File: src/rtl/mem_responder.sv
`default_nettype none
// ============================================================================
//  Module      : mem_responder
//  Description : Word-addressed unified instruction/data memory acting as the
//                responder of a req/ready handshake for a multi-cycle MIPS
//                core. Captures a request in IDLE, waits WAIT_STATES cycles,
//                commits the access and pulses ready for one cycle.
//  Revision    : 1.0 - initial release
// ============================================================================
module mem_responder #(
  parameter int DEPTH_WORDS = 64,
  parameter int WAIT_STATES = 2
) (
  input  logic        clk,
  input  logic        reset,
  input  logic        req,
  input  logic        we,
  input  logic [31:0] addr,
  input  logic [31:0] wd,
  output logic [31:0] rd,
  output logic        ready,
  output logic        err,
  output logic        busy
);

  // Word-index width; kept at least 1 bit so a single-word memory still builds.
  localparam int c_AW = (DEPTH_WORDS > 1) ? $clog2(DEPTH_WORDS) : 1;

  typedef enum logic [1:0] {
    S_IDLE = 2'd0,
    S_WAIT = 2'd1,
    S_RESP = 2'd2
  } state_t;

  state_t            r_state;
  logic [3:0]        r_cnt;
  logic [c_AW-1:0]   r_idx;
  logic              r_we;
  logic [31:0]       r_wd;
  logic [31:0]       r_rd;
  logic              r_ready;
  logic              r_err;

  // Storage is deliberately left unreset; only the handshake state is cleared.
  logic [31:0]       r_mem [DEPTH_WORDS];

  logic              w_req_err;
  logic [c_AW-1:0]   w_req_idx;
  logic              w_mem_we;
  logic [c_AW-1:0]   w_mem_idx;
  logic [31:0]       w_mem_wd;

  // Decode the incoming request: alignment/range check and word index.
  always_comb begin
    w_req_err = (addr[1:0] != 2'b00) || (addr[31:2] >= 30'(DEPTH_WORDS));
    w_req_idx = addr[c_AW+1:2];
  end

  // Write port control. With zero wait states the write happens on the
  // accepting edge straight from the inputs; otherwise it comes from the
  // captured request on the last WAIT edge. Reset blocks any commit so an
  // aborted write never lands in the array.
  always_comb begin
    w_mem_we  = 1'b0;
    w_mem_idx = r_idx;
    w_mem_wd  = r_wd;
    if (r_state == S_IDLE) begin
      w_mem_idx = w_req_idx;
      w_mem_wd  = wd;
      w_mem_we  = (WAIT_STATES == 0) && req && we && !w_req_err;
    end else if (r_state == S_WAIT) begin
      w_mem_we  = (r_cnt == 4'd0) && r_we;
    end
    if (reset) begin
      w_mem_we = 1'b0;
    end
  end

  // Memory array write port.
  always_ff @(posedge clk) begin
    if (w_mem_we) begin
      r_mem[w_mem_idx] <= w_mem_wd;
    end
  end

  // Handshake FSM with registered rd/ready/err.
  always_ff @(posedge clk or posedge reset) begin
    if (reset) begin
      r_state <= S_IDLE;
      r_cnt   <= 4'd0;
      r_idx   <= '0;
      r_we    <= 1'b0;
      r_wd    <= 32'd0;
      r_rd    <= 32'd0;
      r_ready <= 1'b0;
      r_err   <= 1'b0;
    end else begin
      r_ready <= 1'b0;
      case (r_state)
        S_IDLE: begin
          if (req) begin
            r_idx <= w_req_idx;
            r_we  <= we;
            r_wd  <= wd;
            if (w_req_err) begin
              // Rejected accesses skip the wait states entirely.
              r_state <= S_RESP;
              r_ready <= 1'b1;
              r_err   <= 1'b1;
              r_rd    <= 32'd0;
            end else if (WAIT_STATES == 0) begin
              r_state <= S_RESP;
              r_ready <= 1'b1;
              r_err   <= 1'b0;
              if (!we) begin
                r_rd <= r_mem[w_req_idx];
              end
            end else begin
              r_state <= S_WAIT;
              r_cnt   <= 4'(WAIT_STATES - 1);
            end
          end
        end
        S_WAIT: begin
          if (r_cnt == 4'd0) begin
            r_state <= S_RESP;
            r_ready <= 1'b1;
            r_err   <= 1'b0;
            if (!r_we) begin
              r_rd <= r_mem[r_idx];
            end
          end else begin
            r_cnt <= r_cnt - 4'd1;
          end
        end
        S_RESP: begin
          // No queuing: any request seen here must be re-presented in IDLE.
          r_state <= S_IDLE;
        end
        default: begin
          r_state <= S_IDLE;
        end
      endcase
    end
  end

  assign rd    = r_rd;
  assign ready = r_ready;
  assign err   = r_err;
  assign busy  = (r_state != S_IDLE);

endmodule
`default_nettype wire

File: config.mk
export PLATFORM = sky130hd
export DESIGN_NAME = mem_responder
export DESIGN_NICKNAME = d
export VERILOG_FILES = /design/src/rtl/mem_responder.sv
export SDC_FILE = /design/constraint.sdc
export NUM_CORES = 2
export LEC_CHECK = 0
export ABC_AREA = 0
export BUFFER_PORTS_ARGS = -buffer_cell sky130_fd_sc_hd__buf_2
export CAP_MARGIN = 0
export CORE_ASPECT_RATIO = 0.8
export CORE_MARGIN = 1
export CORE_UTILIZATION = 46
export DETAILED_ROUTE_END_ITERATION = 6
export SYNTH_ARGS = -nofsm -noshare
export SYNTH_HDL_FRONTEND = slang
export SYNTH_SLANG_ARGS = --single-unit
File: constraint.sdc
create_clock -name clk -period 7.8 [get_ports clk]
set_input_delay 1.56 -clock clk [delete_from_list [all_inputs] [get_ports clk]]
set_output_delay 1.56 -clock clk [all_outputs]
set_load 0.03 [all_outputs]
==> results.ini <==
[outcome]
status=complete, no violations

[timing]
layout_min_cycle_time_ps=4304
fmax_ghz=0.2323
hold_viol_final=0
clock_skew_ps=27.30
holdWs_ps=505.9
worst_pin_slew_ps=1423
fin_setup_tns_ps=0
relSlewSlack_pct=4.921
maxSlewViolCount=0
rsz0062_at_grt=false
setup_viol=0
fin_crit_sh_pct=55.18

[clock_tree]
cts.clk_slew.worst_paths_ps=60
cts.sinks=2127
cts_root_buf=clkbuf_16
cts-resized-gates=0
hold_buffers=0
clkLatencyLatePin_ps=840
cts_setup_buffers=0
cts_tree=done
cts_buffers=196
h-tree-depth=4
cts_buffer_depth=3

[logic_synthesis]
synthAdderAreaFrac_pct=0.01528
synth.distinct_cells=56
synth-seq-cells=2127
synth_area_leaders=edfxtp_1 75%, mux4_2 11%, mux2i_1 3.3%, dfrtp_1 2.4%, mux2_2 1.7%
async_flop_share_pct=3.714
avgSynthCellArea_um2=21.07
synth_ff_type=edfxtp_1
synth_simple_gate_area_share_pct=1.999
syn_inst=3886
netlist.top_cell.by_area=edfxtp_1
ys_seq_area_share_pct=77.53
synth_most_common_cell=edfxtp_1
yosysWarnings=0
netlist_area_um2=81870
synth_top_cell_area_share_pct=75.11
yosys-top-cells-count=2048 x edfxtp_1, 394 x mux4_2, 270 x mux2i_1
muxShareOfSynthArea_pct=15.80
synth-compound-area-share_pct=3.270
synth_xor_area_share_pct=0.02139
synth_edf_count=2048
syn-num-nets=3955
synth_top_family_by_area=multiplexers

[setup_path]
arrival_ps=5030
path_class=flop to flop
worstPathRequired_ps=8530
crit_path_start=r_idx[0]
slowest_stage=a2111oi_0
cp-endpoint=rd[22]
critPathMaxFanout=68
rrSetupSlack_ps=3500
worstReg2RegStart=r_idx[0]
worstSetupEndpointType=flop
reg2regPathDepth=8
cp_slowest_stage_delay_ps=1120
setup.worst_path.start_class=flop
path_cells=buf_4 > buf_12 > mux4_2 > mux2i_1 > nor2_1 > a2111oi_0 > a211oi_1 > a22o_1
r2r-end=rd[22]

[global_route]
grt_pass1_vias=39280
grt_overflow=0
globalRouteTotalUtil_pct=24.60
antenna_found_initial=15
grt_pass1_wl_um=308400
grt_max_degree=129

[placed_design]
numPortBuffers=102
hpwlAfterDp_um=126400
gp_congestion=0.8324
dp_cells=6282
dpl_cell_area_um2=85900

[floorplanning]
rows=138
die-area_um2=179700
start_util_pct=46.31
die_x_um=473.7
die_y_um=379.3
core_um2=176800
io_pins=103

[route]
ant_nets=0
drt_iter0_drc=5594
via_count=41224
wl_per_cell_um=33.24
first_pass_iters=5
wl_um=221100
routed_via_density=6.198
route.detailed.drc=0

[layout]
fillers=13823
synthToLayoutAreaGrowth_pct=12.65
fin_nets=4169
seq_area_um2=63490
drive_gt1_share_pct=26.17
fin_area_um2=92230
multi_input_area_um2=17850
finalNonFillerCells=6651
final_util_pct=52.16

[min_path]
hold_path.class=flop to flop

[pwr]
p_leak_nw=29.53
vdd_ir_drop_max_uv=250.0
power_density_nw_per_um2=273.7

[job]
drv_cap=0

==> cell usage in the layout, fill, tap and decap left out, types with 42 or more instances in the layout <==
master     count
a21oi_1       76
a22oi_1       51
mux4_2       394
nand2_1      163
buf_4        123
dfrtp_1       75
clkinv_1      42
buf_2        103
mux2_2       113
edfxtp_1    2048
clkbuf_16    200
nor2_4        66
clkbuf_1      47
mux2i_1      270
==> critical path, delay by kind of cell, from the launching register on <==
family	cells	cell delay, ps
AO/OA/AOI/OAI	3	1550
buffers and inverters	2	990
flip-flops	1	820
multiplexers	2	710
AND/OR/NAND/NOR	1	50
==> cell families after synthesis <==
group | Yosys count
adders and majority gates | 1
and+or+nand+nor | 376
xor gates and xnor gates | 2
muxes | 785
buffers and inverters | 221
DFF | 2127
AOI/OAI and AO/OA | 374
==> per-stage QoR <==
stage	power (mW)	setup WS [ps]
final	25.24	3496
after global routing	25.90	3244
after detailed placement	15.96	2985
after floorplan	14.84	2115
after CTS	25.38	3454
after global placement	15.94	3012
==> worst min-delay path by stage <==
stage | from | end | slack, ps | cells after the start
6_report | r_wd[16] | r_wd[16] | 510 | 1
5_1_grt | r_wd[5] | r_wd[5] | 520 | 1
4_1_cts | r_wd[11] | r_wd[11] | 510 | 1
3_5_place_dp | r_wd[0] | r_wd[0] | 490 | 1
3_3_place_gp | r_wd[26] | r_wd[26] | 480 | 1
2_1_floorplan | r_wd[0] | r_wd[0] | 480 | 1
==> routing by layer <==
layer  routed length, µm  vias to the layer above  global-route usage [%]
li1                    -                    16653                       -
met1               94900                    22331                   37.14
met2              101400                     1965                   36.88
met3               19130                      271                   4.238
met4                5629                        4                   6.933
met5                  27                        -                       0
==> registers in the layout, summed over array words and instances (netlist names) <==
signal / count
r_cnt: 4
r_mem: 2048
r_idx: 6
r_wd: 32
ready: 1
err: 1
rd: 32
r_we: 1
r_state: 2
==> report_power, final <==
part           total, mW  switching, mW  internal (mW)  leakage (nW)
logic               2.86           1.88          0.980          7.06
clock network       9.54           4.20           5.33          3.07
registers           12.8         0.0547           12.8          19.4
total               25.2           6.14           19.1          29.5
==> layout make-up <==
type / count / area share, %
Timing Repair Buffer: 232 / 1.690
Clock inverter: 103 / 0.9795
Inverter: 5 / 0.02442
Tap cell: 2380 / 3.229
Clock buffer: 264 / 5.871
Multi-Input combinational cell: 1538 / 19.36
Antenna cell: 2 / 0.005427
Sequential cell: 2127 / 68.84
(Power assumes the default switching activity.)
